--- config.mk ---
export PLATFORM = sky130hd
export DESIGN_NAME = cpu_step_clock
export DESIGN_NICKNAME = d
export VERILOG_FILES = /design/src/rtl/cpu_step_clock.sv
export SDC_FILE = /design/constraint.sdc
export NUM_CORES = 1
export LEC_CHECK = 0
export ABC_AREA = 1
export CORE_MARGIN = 2
export CORE_UTILIZATION = 50
export CTS_CLUSTER_DIAMETER = 150
export DETAILED_ROUTE_END_ITERATION = 6
export PLACE_DENSITY = 0.78
export SYNTH_ARGS = -nofsm -noshare
export SYNTH_HDL_FRONTEND = slang
export SYNTH_SLANG_ARGS = --single-unit
--- constraint.sdc ---
create_clock -name clock -period 4.1 [get_ports clock]
set_input_delay 0.82 -clock clock [delete_from_list [all_inputs] [get_ports clock]]
set_output_delay 0.82 -clock clock [all_outputs]
set_load 0.02 [all_outputs]
--- src/rtl/cpu_step_clock.sv ---
// Processor clock generator: debounced single-step, free-run at 2^rate_sel
// half-period, and run-to-breakpoint on a PC match. Drives the CPU's clock.
`timescale 1ns/1ps
module cpu_step_clock #(
    parameter int DEBOUNCE_CYCLES = 500000
) (
    input  logic        clock,
    input  logic        reset,
    input  logic        key_n,
    input  logic [1:0]  mode,
    input  logic [3:0]  rate_sel,
    input  logic        bp_en,
    input  logic [15:0] bp_addr,
    input  logic [15:0] pc,
    output logic        cpu_clock,
    output logic [15:0] step_count,
    output logic        halted,
    output logic        bp_hit
);

    localparam logic [1:0] MODE_STEP   = 2'b00;
    localparam logic [1:0] MODE_RUN    = 2'b01;
    localparam logic [1:0] MODE_RUN_BP = 2'b10;

    // Counter only has to reach DEBOUNCE_CYCLES-1.
    localparam int CW = (DEBOUNCE_CYCLES > 1) ? $clog2(DEBOUNCE_CYCLES) : 1;
    localparam logic [CW-1:0] DB_LAST = CW'(DEBOUNCE_CYCLES - 1);

    typedef enum logic [1:0] {S_IDLE, S_HIGH, S_LOW, S_BRK} state_t;

    logic [1:0]    key_sync;
    logic          db_level;
    logic          db_level_d;
    logic [CW-1:0] db_cnt;
    logic          press;

    state_t        state;
    logic [3:0]    h_exp;
    logic [15:0]   ph_cnt;
    logic          ph_last;
    logic          bp_match;
    logic          idle_go;

    // Two-flop synchronizer; idles at the released (high) level.
    always_ff @(posedge clock) begin
        if (reset) key_sync <= 2'b11;
        else       key_sync <= {key_sync[0], key_n};
    end

    // Debouncer: accept a new level after DEBOUNCE_CYCLES consecutive differing
    // samples; press is a registered one-cycle pulse on an accepted 1->0 change.
    always_ff @(posedge clock) begin
        if (reset) begin
            db_level   <= 1'b1;
            db_level_d <= 1'b1;
            db_cnt     <= '0;
            press      <= 1'b0;
        end else begin
            db_level_d <= db_level;
            press      <= db_level_d & ~db_level;
            if (key_sync[1] == db_level) begin
                db_cnt <= '0;
            end else if (db_cnt == DB_LAST) begin
                db_level <= key_sync[1];
                db_cnt   <= '0;
            end else begin
                db_cnt <= db_cnt + 1'b1;
            end
        end
    end

    // Phase ends when the counter reaches H-1, H latched at step start.
    assign ph_last  = (ph_cnt == ((16'd1 << h_exp) - 16'd1));
    assign bp_match = bp_en && (pc == bp_addr);
    assign idle_go  = ((mode == MODE_STEP) && press) ||
                      (mode == MODE_RUN) ||
                      ((mode == MODE_RUN_BP) && !bp_match);

    // Step FSM; mode/rate only matter at the IDLE and BRK decision points.
    always_ff @(posedge clock) begin
        if (reset) begin
            state      <= S_IDLE;
            cpu_clock  <= 1'b0;
            step_count <= '0;
            halted     <= 1'b1;
            bp_hit     <= 1'b0;
            h_exp      <= '0;
            ph_cnt     <= '0;
        end else begin
            case (state)
                S_IDLE: begin
                    if ((mode == MODE_RUN_BP) && bp_match) begin
                        state  <= S_BRK;
                        bp_hit <= 1'b1;
                    end else if (idle_go) begin
                        state      <= S_HIGH;
                        cpu_clock  <= 1'b1;
                        step_count <= step_count + 16'd1;
                        halted     <= 1'b0;
                        h_exp      <= rate_sel;
                        ph_cnt     <= '0;
                    end
                end
                S_HIGH: begin
                    if (ph_last) begin
                        state     <= S_LOW;
                        cpu_clock <= 1'b0;
                        ph_cnt    <= '0;
                    end else begin
                        ph_cnt <= ph_cnt + 16'd1;
                    end
                end
                S_LOW: begin
                    if (ph_last) begin
                        state  <= S_IDLE;
                        halted <= 1'b1;
                        ph_cnt <= '0;
                    end else begin
                        ph_cnt <= ph_cnt + 16'd1;
                    end
                end
                S_BRK: begin
                    // A press steps past the breakpoint regardless of pc.
                    if (press) begin
                        state      <= S_HIGH;
                        cpu_clock  <= 1'b1;
                        step_count <= step_count + 16'd1;
                        halted     <= 1'b0;
                        bp_hit     <= 1'b0;
                        h_exp      <= rate_sel;
                        ph_cnt     <= '0;
                    end else if (mode != MODE_RUN_BP) begin
                        state  <= S_IDLE;
                        bp_hit <= 1'b0;
                    end
                end
                default: begin
                    state     <= S_IDLE;
                    cpu_clock <= 1'b0;
                    halted    <= 1'b1;
                end
            endcase
        end
    end

endmodule

==> results.yml <==
run_status:
  outcome: "finished, final reports clean"
synthesis:
  yosys_reg_bits: 65
  synthMostInstantiatedCell: "sky130_fd_sc_hd__nand2_1"
  synth-async-reset-ratio_pct: 0
  post_synth_num_cell_types: 37
  syn-instance-count: 632
  avgSynthCellArea_um2: 6.317
  number_of_warnings_printed_during_yosys_synthesis: 0
  mappedNetlistNets: 683
  synthFlopType: "sky130_fd_sc_hd__dfxtp_1"
  mappedNetlistArea_um2: 3993
  synth.top_cells.by_area: "sky130_fd_sc_hd__dfxtp_1, sky130_fd_sc_hd__nand2_1, sky130_fd_sc_hd__inv_1"
  ys_seq_area_share_pct: 32.59
  post_synth_edffs: 0
  yosysTopAreaCellShare_pct: 32.59
  synth_top_cell_by_area: "sky130_fd_sc_hd__dfxtp_1"
  netlist_top_cells_count: "sky130_fd_sc_hd__nand2_1, sky130_fd_sc_hd__inv_1, sky130_fd_sc_hd__nor2_1"
power_and_ir_drop:
  vdd_ir_drop_max_uv: 295.4
  power-per-cell-area_nw_per_um2: 511.5
  design_power_total_w: 0.002484
  power.leakage_nw: 1.970
sta:
  grt_setup_unrepaired: "false"
  final-max-slew-violation-count: 0
  relSlewSlack_pct: 52.99
  fin_crit_ps: 3296
  setup_viol_count_final: 0
  totalNegativeSetupSlack_ps: 0
  tightest_slew_ps: 704.4
  post_route_worst_hold_slack_ps: 418.8
  maximum_clock_frequency_mhz: 303.4
  finalHoldViolCount: 0
  final_cycle_share_pct: 80.40
  worst_clock_skew_ps: 12.40
detailed_routing:
  postRouteWirelength_mm: 9.285
  antenna_violating_nets_post_route: 0
  firstDrtPassIters: 5
  vias_per_cell: 5.076
  initialDrtViolationCount: 195
  dr_total_vias: 4061
  drt-wirelength-per-cell_um: 11.61
  drt_drc_violations_left: 0
die:
  die_width_um: 93.36
  row_count: 32
  initial_utilization_pct: 51.67
  die_area_um2: 8716
  chipHeight_um: 93.36
  coreArea_um2: 7727
  ios: 61
critical_path:
  worst_ep_required_time_ps: 4350
  cpMaxStageDelayCell: "sky130_fd_sc_hd__nand2_1"
  r2r_start: "h_exp[1]"
  cp.buffers_inverters: 3
  worstPathMaxFanout: 20
  timing.critical_path.slowest_cell_delay_ps: 560
  critical_path.startpoint: "pc[1]"
  worst_setup_path_start_kind: "primary input"
  type_of_destination_of_the_critical_path: "register"
  critical_path.cell_chain: "clkdlybuf4s50_1, inv_1, nand2_1, nand2_1, nor2_1, nand2_1, nor2_1, nand3_1, nand2_1, nand3_1, nand2_1, inv_1, nand2_1, o21ai_0, a21oi_1"
  critPathKind: "in2reg"
  critPathTopFamily: "simple AND/OR/NAND/NOR gates"
  worstPathArrival_ps: 3550
  critPathMostFrequentCell: "sky130_fd_sc_hd__nand2_1"
clock_network:
  clock_tree.htree_level_count: 3
  tritoncts.num_buffers: 9
  cts.root.buffer_cell: "sky130_fd_sc_hd__clkbuf_8"
  cts_max_path_buffers: 2
  cts_setup_buffers: 0
  insertion_delay_ps: 350
  cts-resized-gates: 0
  clk_pin_slew_worst_paths_ps: 80
  clock_sinks: 65
  holdBufCountCts: 0
  cts_tree: "done"
global_routing:
  grt.total_usage_pct: 22.47
  grt_start_max_net_pins: 22
  antenna_violations_before_repair: 0
  global_route_wire_length_before_repair_mm: 16.13
  grt_pass1_vias: 3806
  globalRouteOverflowTotal: 0
finish:
  nets: 744
  final_design_area_no_fill_um2: 4856
  fin_util_pct: 62.84
  antennaDiodeCount: 0
  layout-area-overhead-vs-synth_pct: 21.62
  fraction_of_layout_cells_with_a_size_suffix_above_1_pct: 5.731
placement:
  gpl.final_weighted_congestion: 0.8990
  post-dp-hpwl_mm: 7.146
  portBuffers: 60
  detailed_place.area_um2: 4669
hold_path:
  worstHoldPathType: "reg2reg"
  hp-start: "db_level_d"
job:
  drv.max_cap_violation_count: 0
power breakdown:
| part | switching (W) | internal, W | total (W) | leakage [nW] |
|---|---|---|---|---|
| Combinational | 0.000773 | 0.000412 | 0.00118 | 1.36 |
| Sequential | 0.0000843 | 0.000694 | 0.000779 | 0.527 |
| Clock | 0.000278 | 0.000242 | 0.000521 | 0.0859 |
cell usage in the layout (no fill, tap or decap), types with 16 or more instances in the layout:
cell                                n
sky130_fd_sc_hd__a21oi_1           35
sky130_fd_sc_hd__nand3_1           42
sky130_fd_sc_hd__nor3_1            20
sky130_fd_sc_hd__inv_1             94
sky130_fd_sc_hd__clkdlybuf4s50_1   60
sky130_fd_sc_hd__o21ai_0           17
sky130_fd_sc_hd__xor2_1            16
sky130_fd_sc_hd__nand2_1          173
sky130_fd_sc_hd__nor2_1            79
sky130_fd_sc_hd__dfxtp_1           65
worst paths after layout:
kind	to	slack, ps	cells past startpoint
min reg2reg	press	420	2
max	step_count[0]	800	15
min	press	420	2
max reg2reg	ph_cnt[7]	1370	16
final cells by class:
cell class                      count  area (um^2)
Fill cell                         732         2872
Clock inverter                      6        48.80
Inverter                           96        360.3
Tap cell                          102        127.6
Timing Repair Buffer               61        608.1
Clock buffer                       10        137.6
Multi-Input combinational cell    460         2272
Sequential cell                    65         1301
routing by layer:
metal / track usage (%) / share of wire, % / vias up
met5: 0 / 0 / -
met4: 5.515 / 1.1 / 0
met3: 4.754 / 3.7 / 15
met2: 41.73 / 52 / 91
met1: 26.11 / 43 / 1830
li1: - / - / 2125
kinds of logic after synthesis:
family,synth area share [%]
buffers and inverters,10.50
multiplexers,0.2820
flip-flops,32.59
AO/OA/AOI/OAI,9.119
adder cells (fa/ha/maj),2.820
XOR/XNOR,5.703
AND/OR/NAND/NOR,38.98
stage by stage:
step,cells,setup WS [ps]
after CTS,800,816.4
final,800,803.6
after floorplan,632,1961
after detailed placement,784,483.8
after global routing,800,464.5
after global placement,784,665.3
sequential cells by signal, indices dropped and copies added, names as in the netlist, 2 cells and up:
signal      cells
db_cnt         19
h_exp           4
key_sync        2
ph_cnt         16
state           2
step_count     16
worst reg2reg max path: stages, from the launching register on:
cell                      delay, ps
sky130_fd_sc_hd__dfxtp_1        520
sky130_fd_sc_hd__inv_1          150
sky130_fd_sc_hd__nand3_1        110
sky130_fd_sc_hd__ha_1           320
sky130_fd_sc_hd__inv_1          120
sky130_fd_sc_hd__a21oi_1        250
sky130_fd_sc_hd__nand2_1        120
sky130_fd_sc_hd__nand3_1         90
sky130_fd_sc_hd__nand2_1         50
sky130_fd_sc_hd__inv_1           50
sky130_fd_sc_hd__nand2_1         60
sky130_fd_sc_hd__nor2_1         140
sky130_fd_sc_hd__nand3_2        190
sky130_fd_sc_hd__nand2_1        130
sky130_fd_sc_hd__nand2_2         70
sky130_fd_sc_hd__nand2_4        170
sky130_fd_sc_hd__nor2_1          80
No activity file was read; power rests on OpenSTA's default activity.
